[config.mk]
export PLATFORM = sky130hd
export DESIGN_NAME = rf_riscv_mp
export DESIGN_NICKNAME = d
export VERILOG_FILES = /design/src/rtl/rf_riscv_pkg.sv /design/src/rtl/rf_scoreboard.sv /design/src/rtl/rf_riscv_mp.sv
export SDC_FILE = /design/constraint.sdc
export NUM_CORES = 2
export LEC_CHECK = 0
export CORE_AREA = 2 2 297 446
export CTS_BUF_LIST = sky130_fd_sc_hd__clkbuf_8
export DETAILED_ROUTE_END_ITERATION = 16
export DIE_AREA = 0 0 299 448
export HOLD_SLACK_MARGIN = 0.08
export PLACE_DENSITY_LB_ADDON = 0.3
export SLEW_MARGIN = 20
export SYNTH_ARGS = -nofsm -noshare
export SYNTH_HDL_FRONTEND = slang
export SYNTH_HIERARCHICAL = 1
export SYNTH_SLANG_ARGS = --single-unit
[constraint.sdc]
create_clock -name clk_i -period 2.5 [get_ports clk_i]
set_clock_uncertainty 0.05 [all_clocks]
set_input_delay 0.5 -clock clk_i [delete_from_list [all_inputs] [get_ports clk_i]]
set_output_delay 0.5 -clock clk_i [all_outputs]
set_load 0.01 [all_outputs]
[src/rtl/rf_riscv_pkg.sv]
// Shared constants and types for the multi-port RISC-V register file.
package rf_riscv_pkg;

    localparam int XLEN_DEF  = 32;
    localparam int NREGS_DEF = 32;
    localparam int AW_DEF    = $clog2(NREGS_DEF);

    typedef logic [AW_DEF-1:0] reg_addr_t;

endpackage

[src/rtl/rf_scoreboard.sv]
// Per-register pending-write scoreboard: set/clear priority and per-read-port lookup.
module rf_scoreboard #(
    parameter int NREGS = 32,
    parameter int NRP   = 2,
    parameter int NWP   = 2,
    localparam int AW   = $clog2(NREGS)
) (
    input  logic                    clk_i,
    input  logic                    rst_ni,
    input  logic                    set_i,
    input  logic [AW-1:0]           set_addr_i,
    input  logic [NWP-1:0]          we_i,
    input  logic [NWP-1:0][AW-1:0]  waddr_i,
    input  logic [NRP-1:0][AW-1:0]  raddr_i,
    output logic [NRP-1:0]          rbusy_o
);

    logic [NREGS-1:0] busy_q;
    logic [NREGS-1:0] busy_d;

    // Clears are applied first so that a same-cycle set for a new producer wins.
    always_comb begin
        busy_d = busy_q;
        for (int k = 0; k < NWP; k++) begin
            if (we_i[k] && (waddr_i[k] != '0)) begin
                busy_d[waddr_i[k]] = 1'b0;
            end
        end
        if (set_i && (set_addr_i != '0)) begin
            busy_d[set_addr_i] = 1'b1;
        end
        busy_d[0] = 1'b0;
    end

    always_ff @(posedge clk_i or negedge rst_ni) begin
        if (!rst_ni) begin
            busy_q <= '0;
        end else begin
            busy_q <= busy_d;
        end
    end

    genvar gi;
    generate
        for (gi = 0; gi < NRP; gi++) begin : g_lookup
            assign rbusy_o[gi] = (raddr_i[gi] == '0) ? 1'b0 : busy_q[raddr_i[gi]];
        end
    endgenerate

endmodule

[src/rtl/rf_riscv_mp.sv]
// Multi-port register file with x0 hardwired to zero and a pending-write scoreboard.
// Optional same-cycle write-to-read forwarding is enabled by defining RF_BYPASS_EN.
module rf_riscv_mp
    import rf_riscv_pkg::*;
#(
    parameter int XLEN  = XLEN_DEF,
    parameter int NREGS = NREGS_DEF,
    parameter int NRP   = 2,
    parameter int NWP   = 2,
    localparam int AW   = $clog2(NREGS)
) (
    input  logic                     clk_i,
    input  logic                     rst_ni,
    input  logic [NWP-1:0]           we_i,
    input  logic [NWP-1:0][AW-1:0]   waddr_i,
    input  logic [NWP-1:0][XLEN-1:0] wdata_i,
    input  logic [NRP-1:0][AW-1:0]   raddr_i,
    output logic [NRP-1:0][XLEN-1:0] rdata_o,
    input  logic                     busy_set_i,
    input  logic [AW-1:0]            busy_addr_i,
    output logic [NRP-1:0]           rbusy_o
);

    logic [XLEN-1:0] mem_q [NREGS];
    logic [XLEN-1:0] mem_d [NREGS];
    logic [NRP-1:0]  sb_rbusy;

    // Ascending port order lets the highest-indexed port win an address collision.
    always_comb begin
        for (int r = 0; r < NREGS; r++) begin
            mem_d[r] = mem_q[r];
        end
        for (int k = 0; k < NWP; k++) begin
            if (we_i[k] && (waddr_i[k] != '0)) begin
                mem_d[waddr_i[k]] = wdata_i[k];
            end
        end
        mem_d[0] = '0;
    end

    always_ff @(posedge clk_i or negedge rst_ni) begin
        if (!rst_ni) begin
            for (int r = 0; r < NREGS; r++) begin
                mem_q[r] <= '0;
            end
        end else begin
            for (int r = 0; r < NREGS; r++) begin
                mem_q[r] <= mem_d[r];
            end
        end
    end

    rf_scoreboard #(
        .NREGS (NREGS),
        .NRP   (NRP),
        .NWP   (NWP)
    ) u_scoreboard (
        .clk_i      (clk_i),
        .rst_ni     (rst_ni),
        .set_i      (busy_set_i),
        .set_addr_i (busy_addr_i),
        .we_i       (we_i),
        .waddr_i    (waddr_i),
        .raddr_i    (raddr_i),
        .rbusy_o    (sb_rbusy)
    );

    genvar gi;
    generate
        for (gi = 0; gi < NRP; gi++) begin : g_read
            logic [XLEN-1:0] stored_data;
            assign stored_data = (raddr_i[gi] == '0) ? '0 : mem_q[raddr_i[gi]];
`ifdef RF_BYPASS_EN
            logic            byp_hit;
            logic [XLEN-1:0] byp_data;

            always_comb begin
                byp_hit  = 1'b0;
                byp_data = '0;
                for (int k = 0; k < NWP; k++) begin
                    if (we_i[k] && (waddr_i[k] != '0) && (waddr_i[k] == raddr_i[gi])) begin
                        byp_hit  = 1'b1;
                        byp_data = wdata_i[k];
                    end
                end
            end

            // A forwarded value is no longer pending unless a new producer claims it now.
            assign rdata_o[gi] = byp_hit ? byp_data : stored_data;
            assign rbusy_o[gi] = byp_hit ? (busy_set_i && (busy_addr_i == raddr_i[gi]))
                                         : sb_rbusy[gi];
`else
            assign rdata_o[gi] = stored_data;
            assign rbusy_o[gi] = sb_rbusy[gi];
`endif
        end
    endgenerate

endmodule

; ---- Word level (Yosys, flattened, before mapping)
; Cells that the tools add are included.
[word_totals]
ff_bits = 1023
input_bits = 94
output_inout_bits = 66
wordCells = 99
[classes]
order_cmp = 14
muxes = 31
n_bitwise = 9
reduce_logical = 13
[op_table]
columns = operator, n
row1 = 1024-bit bitwise mux, 2
row2 = 1024-bit 2-to-1 mux, 1
row3 = 992-bit 2-to-1 mux, 1
row4 = 32-bit 2-to-1 mux, 11
row5 = 32-bit binary-select mux with 5-bit select, 2
row6 = 32-bit demux with 5-bit select, 2
row7 = 32-bit AND, 2
row8 = 32-bit NOT, 2
row9 = 32-bit bitwise OR, 1
row10 = "5-bit by 6-bit < comparator with 1-bit output, second input constant", 5
row11 = "6-bit greater-or-equal comparator, second input constant", 4
row12 = 5-bit NOT with 6-bit output, 4
row13 = 1-bit demux with 5-bit select, 3
row14 = "5-bit by 1-bit greater-or-equal comparator with 1-bit output, second input constant", 3
row15 = 5-bit nonzero test, 3
row16 = "6-bit by 1-bit < comparator with 1-bit output, second input constant", 2
row17 = 1-bit binary-select mux with 5-bit select, 2
row18 = 5-bit zero test, 2
row19 = 1-bit logical AND, 8
row20 = 1-bit 2-to-1 mux, 7

; ---- Depth between registers and ports, before layout
[depth]
depth_word = 11
depth_mapped = 10
mapped_depth_nobuf = 5

; ---- Modules after synthesis
; The synthesis kept the hierarchy.
[modules_own_cells]
columns = mod, n_inst, cells_each, area_per_inst_um2
row1 = rf_riscv_mp, 1, 6043, 62409.9
row2 = rf_scoreboard, 1, 226, 2255.9

; ---- Worst setup path after synthesis
; No wires, ideal clock.
[synth_timing]
path_type = input -> output
startpoint = in raddr_i[0] (netlist name)
endpoint = out rdata_o[10] (netlist name)
t_arrival_ps = 2044
required_time_ps = 1950
setup_slack_ps = -94
cell_stages = 7
cell_sequence = buf_2 -> buf_6 -> buf_4 -> buf_4 -> mux4_2 -> mux2i_1 -> o221ai_1
[synth_lines]
columns = element, line
row1 = "start, declared", rf_riscv_mp.sv:17  ; input logic [NRP-1:0][AW-1:0] raddr_i,
row2 = "end, declared", rf_riscv_mp.sv:18  ; output logic [NRP-1:0][XLEN-1:0] rdata_o,

==> metrics.md <==
| Metric | Value |
|---|---|
| Cells after Synth | 6,269 |
| Setup-failing EPs final | 66 |
| Number of global-route vias before repair | 59.3k |
| Worst Hold Depth | 4 |
| Die X | 299 um |
| Final Core Density | 62.6% |
| TritonCTS Buffers | 167 |
| CP startpoint kind | flop |
| Status | finished, violations left |
| Fill count | 10.3k |
| # DRC | 0 |
| Synth Cell Area | 0.0647 sq mm |
| Largest net degree at the start of global routing | 82 |
| FF/Latch Area | 0.0256 sq mm |
| Worst min path class | input pin to flop |
| Die area | 0.134 sq mm |
| Drt initial violations | 8,002 |
| H-tree levels | 4 |
| Max incr delay on CP | 0.47 ns |
| Met2 GRT Util | 59.7% |
| Grt total ovfl | 0 |
| R2r endpoint | mem_q[831] |
| Main synth FF type | dfrtp_1 |
| Port buffer count | 159 |
| CP Data Required Time | 1.95 ns |
| Failing checks | setup timing |
| DR vias/cell | 6.80 |
| Multi-input combinational cell area | 0.0378 sq mm |
| Worst vdd ir | 0.514 mV |
| Data arrival, critical path | 2.72 ns |
| First-pass GRT wire length | 399 mm |
| CP Capture Type | output pin |
| Fin. Hold Viols | 0 |
| Warnings, synthesis | 6 |
| Vias | 59.2k |
| Reg-to-reg startpoint | mem_q[831] |
| Drt total wl | 275 mm |
| Setup TNS | -40.53 ns |
| Worst r2r path cells | 4 |
| Synth cell types | 59 |
| Min-Delay Endpoint | mem_q[880] |
| Core ar. | 0.130 sq mm |
| Rows | 162 |
| Clock sinks | 1,023 |
| Worst-Skew Late Latency | 0.93 ns |
| I/O pin count | 160 |
| Die Height | 448 um |
| Root Buffer | clkbuf_8 |
| Grt met3 use | 13.8% |
| Async SR Flop Fraction | 100% |
| Initial Util | 49.8% |
| Setup Crit Path Kind | flop to output pin |
| Clock slew at reported path FFs | 0.06 ns |
| CTS tree | done |
| DP Wirelength | 181 mm |
| Most frequent cells in the layout | 1,024 x mux2i_1, 1,023 x dfrtp_1, 778 x nor2_1 |
| Drt wl/cell | 31.5 um |
| Layout area overhead | 25.6% |
| Fin nets | 6,957 |
| Fraction of layout cells with a size suffix above 1 | 31.9% |
| Worst slack, placed | -1.16 ns |
| Fin crit share | 131% |
| Number of synthesized flops with an enable pin | 0 |
| Unrepaired setup endpoints after global routing | yes |
| Pwr/cell area | 733 mW/mm^2 |
| Router iterations before antenna repair | 9 |
| Max_cap viols | 0 |
| Antenna violations before repair | 5 |
| Final Total Pwr | 59.6 mW |
| Max Fclk | 0.306 GHz |
| Met1 Track Usage GR | 48.7% |
| Sequential share of the synthesized area | 39.6% |
| Syn_nets | 6,363 |
| Final Max Tran Viols | 0 |
| Final min period | 3.27 ns |
| #FFs+latches synth | 1,023 |
| Slew Limit Headroom | 33.2% |
| Commonest non-fill, non-tap cell in the layout | mux2i_1 |
| Worst path slowest cell | mux4_2 |
| Worst-Margin Slew | 0.994 ns |
| Worst Slack Setup Final | -0.772 ns |
| Static Leak | 34.8 nW |
| Clock buffer depth | 3 |
| Avg Cell Area, Syn | 10.3 sq um |
| ANT nets after route | 0 |
| Maximum fanout along the worst path | 3 |
| Layer with the highest usage | met2 |
| Cell Chain, Critical Path | mux4_2 > mux2_2 > o21ai_4 > a21oi_4 > buf_6 |
| Placer congestion estimate | 0.998 |
| GRT Total Usage | 40.7% |
| R2R setup slack | 1.18 ns |
| Min-delay src | wdata_i[48] |
-- power breakdown --
group          switching, mW  internal [mW]
sequential              3.58           21.0
clock                   7.47           8.14
combinational           8.70           10.6
total                   19.8           39.8
-- state kept, by name (all words and copies together), names as in the netlist --
| signal | cells |
|---|---|
| mem_q | 992 |
| u_scoreboard/busy_q | 31 |
-- layer usage --
layer	vias up	part of all wire (%)
met3	1452	13
met2	4516	43
met1	29000	34
met4	0	9.6
li1	24200	-
met5	-	0
-- critical path, delay by kind of cell, from the launching register on --
kind | cells | cell delay, ns
AO/OA/AOI/OAI | 2 | 0.42
multiplexers | 2 | 0.77
buffers and inverters | 1 | 0.17
flip-flops | 1 | 0.40
-- area by class of cell --
cell class                 instances  area share, %
multi-input combinational       4501           46.5
clock inverter                    75          0.587
tap                             1722           2.65
inverter                           9         0.0416
antenna                            2        0.00616
sequential                      1023           31.5
timing repair buffer            1161           15.1
clock buffer                     213           3.61
-- logic make-up (layout without fill, tap and decap cells) --
logic type             count (synthesis)  in the layout  share of synthesized area (%)
AOI/OAI and AO/OA                   1492           1492                           13.4
other                                  0              2                              0
muxes                               1568           1568                           32.8
buffers and inverters                745           1458                           5.19
and+or+nand+nor                     1441           1441                           9.10
DFF                                 1023           1023                           39.6
-- metrics by stage --
step / instances / instance area (sq um) / hold WS (ns)
after floorplan: 6269 / 64700 / 0.154
after CTS: 8684 / 80300 / 0.311
after global routing: 8706 / 81200 / 0.353
after global placement: 8376 / 76000 / 0.426
after detailed placement: 8376 / 76000 / 0.426
final: 8706 / 81200 / 0.352
-- worst max path at each step --
stage,endpoint,start,slack [ns]
after floorplan,rdata_o[63],raddr_i[5],-0.01
after global placement,rdata_o[56],raddr_i[5],-1.18
after detailed placement,rdata_o[56],raddr_i[5],-1.16
after CTS,rdata_o[9],mem_q[905],-0.79
after global routing,rdata_o[8],mem_q[904],-0.86
final,rdata_o[56],mem_q[408],-0.77
-- cells in the mapped netlist (3+ instances only) --
cell type	instances	area, sq um
buf_2	161	806
mux4_2	426	9590
nand4_1	5	31.3
buf_6	9	101
and2_1	3	18.8
a21oi_1	849	4250
a311oi_1	35	307
a2111oi_0	4	35.0
buf_4	77	578
mux2i_1	1039	10400
a32oi_1	122	1070
nor3b_1	8	60.1
nand3_1	8	40.0
a22oi_1	54	405
clkbuf_1	452	1700
nand2_1	443	1660
o2bb2ai_1	5	43.8
a32o_1	5	50.1
o221ai_1	24	210
nor2_2	9	56.3
buf_1	37	139
nor3_1	46	230
nor2_1	816	3060
o21ai_0	281	1410
a221oi_1	36	315
mux2_2	97	1090
nor4_2	3	37.5
nor2b_1	57	357
and3_1	6	37.5
and2b_1	3	22.5
and3b_1	5	43.8
nand2b_1	14	87.6
o21ai_1	32	160
dfrtp_1	1023	25600
a22o_1	29	254
a31oi_1	3	18.8
inv_1	9	33.8
-- timing repair --
item / in CTS / in global routing
endpoints found under the hold margin: 534 / 0
hold buffers: 3 / 0
endpoints found under the setup margin: 66 / 66
gates cloned: 1 / 0
pin swaps: 105 / 66
setup buffers: 27 / 22
resized for setup: 562 / 163
No activity file was read; power rests on OpenSTA's default activity.
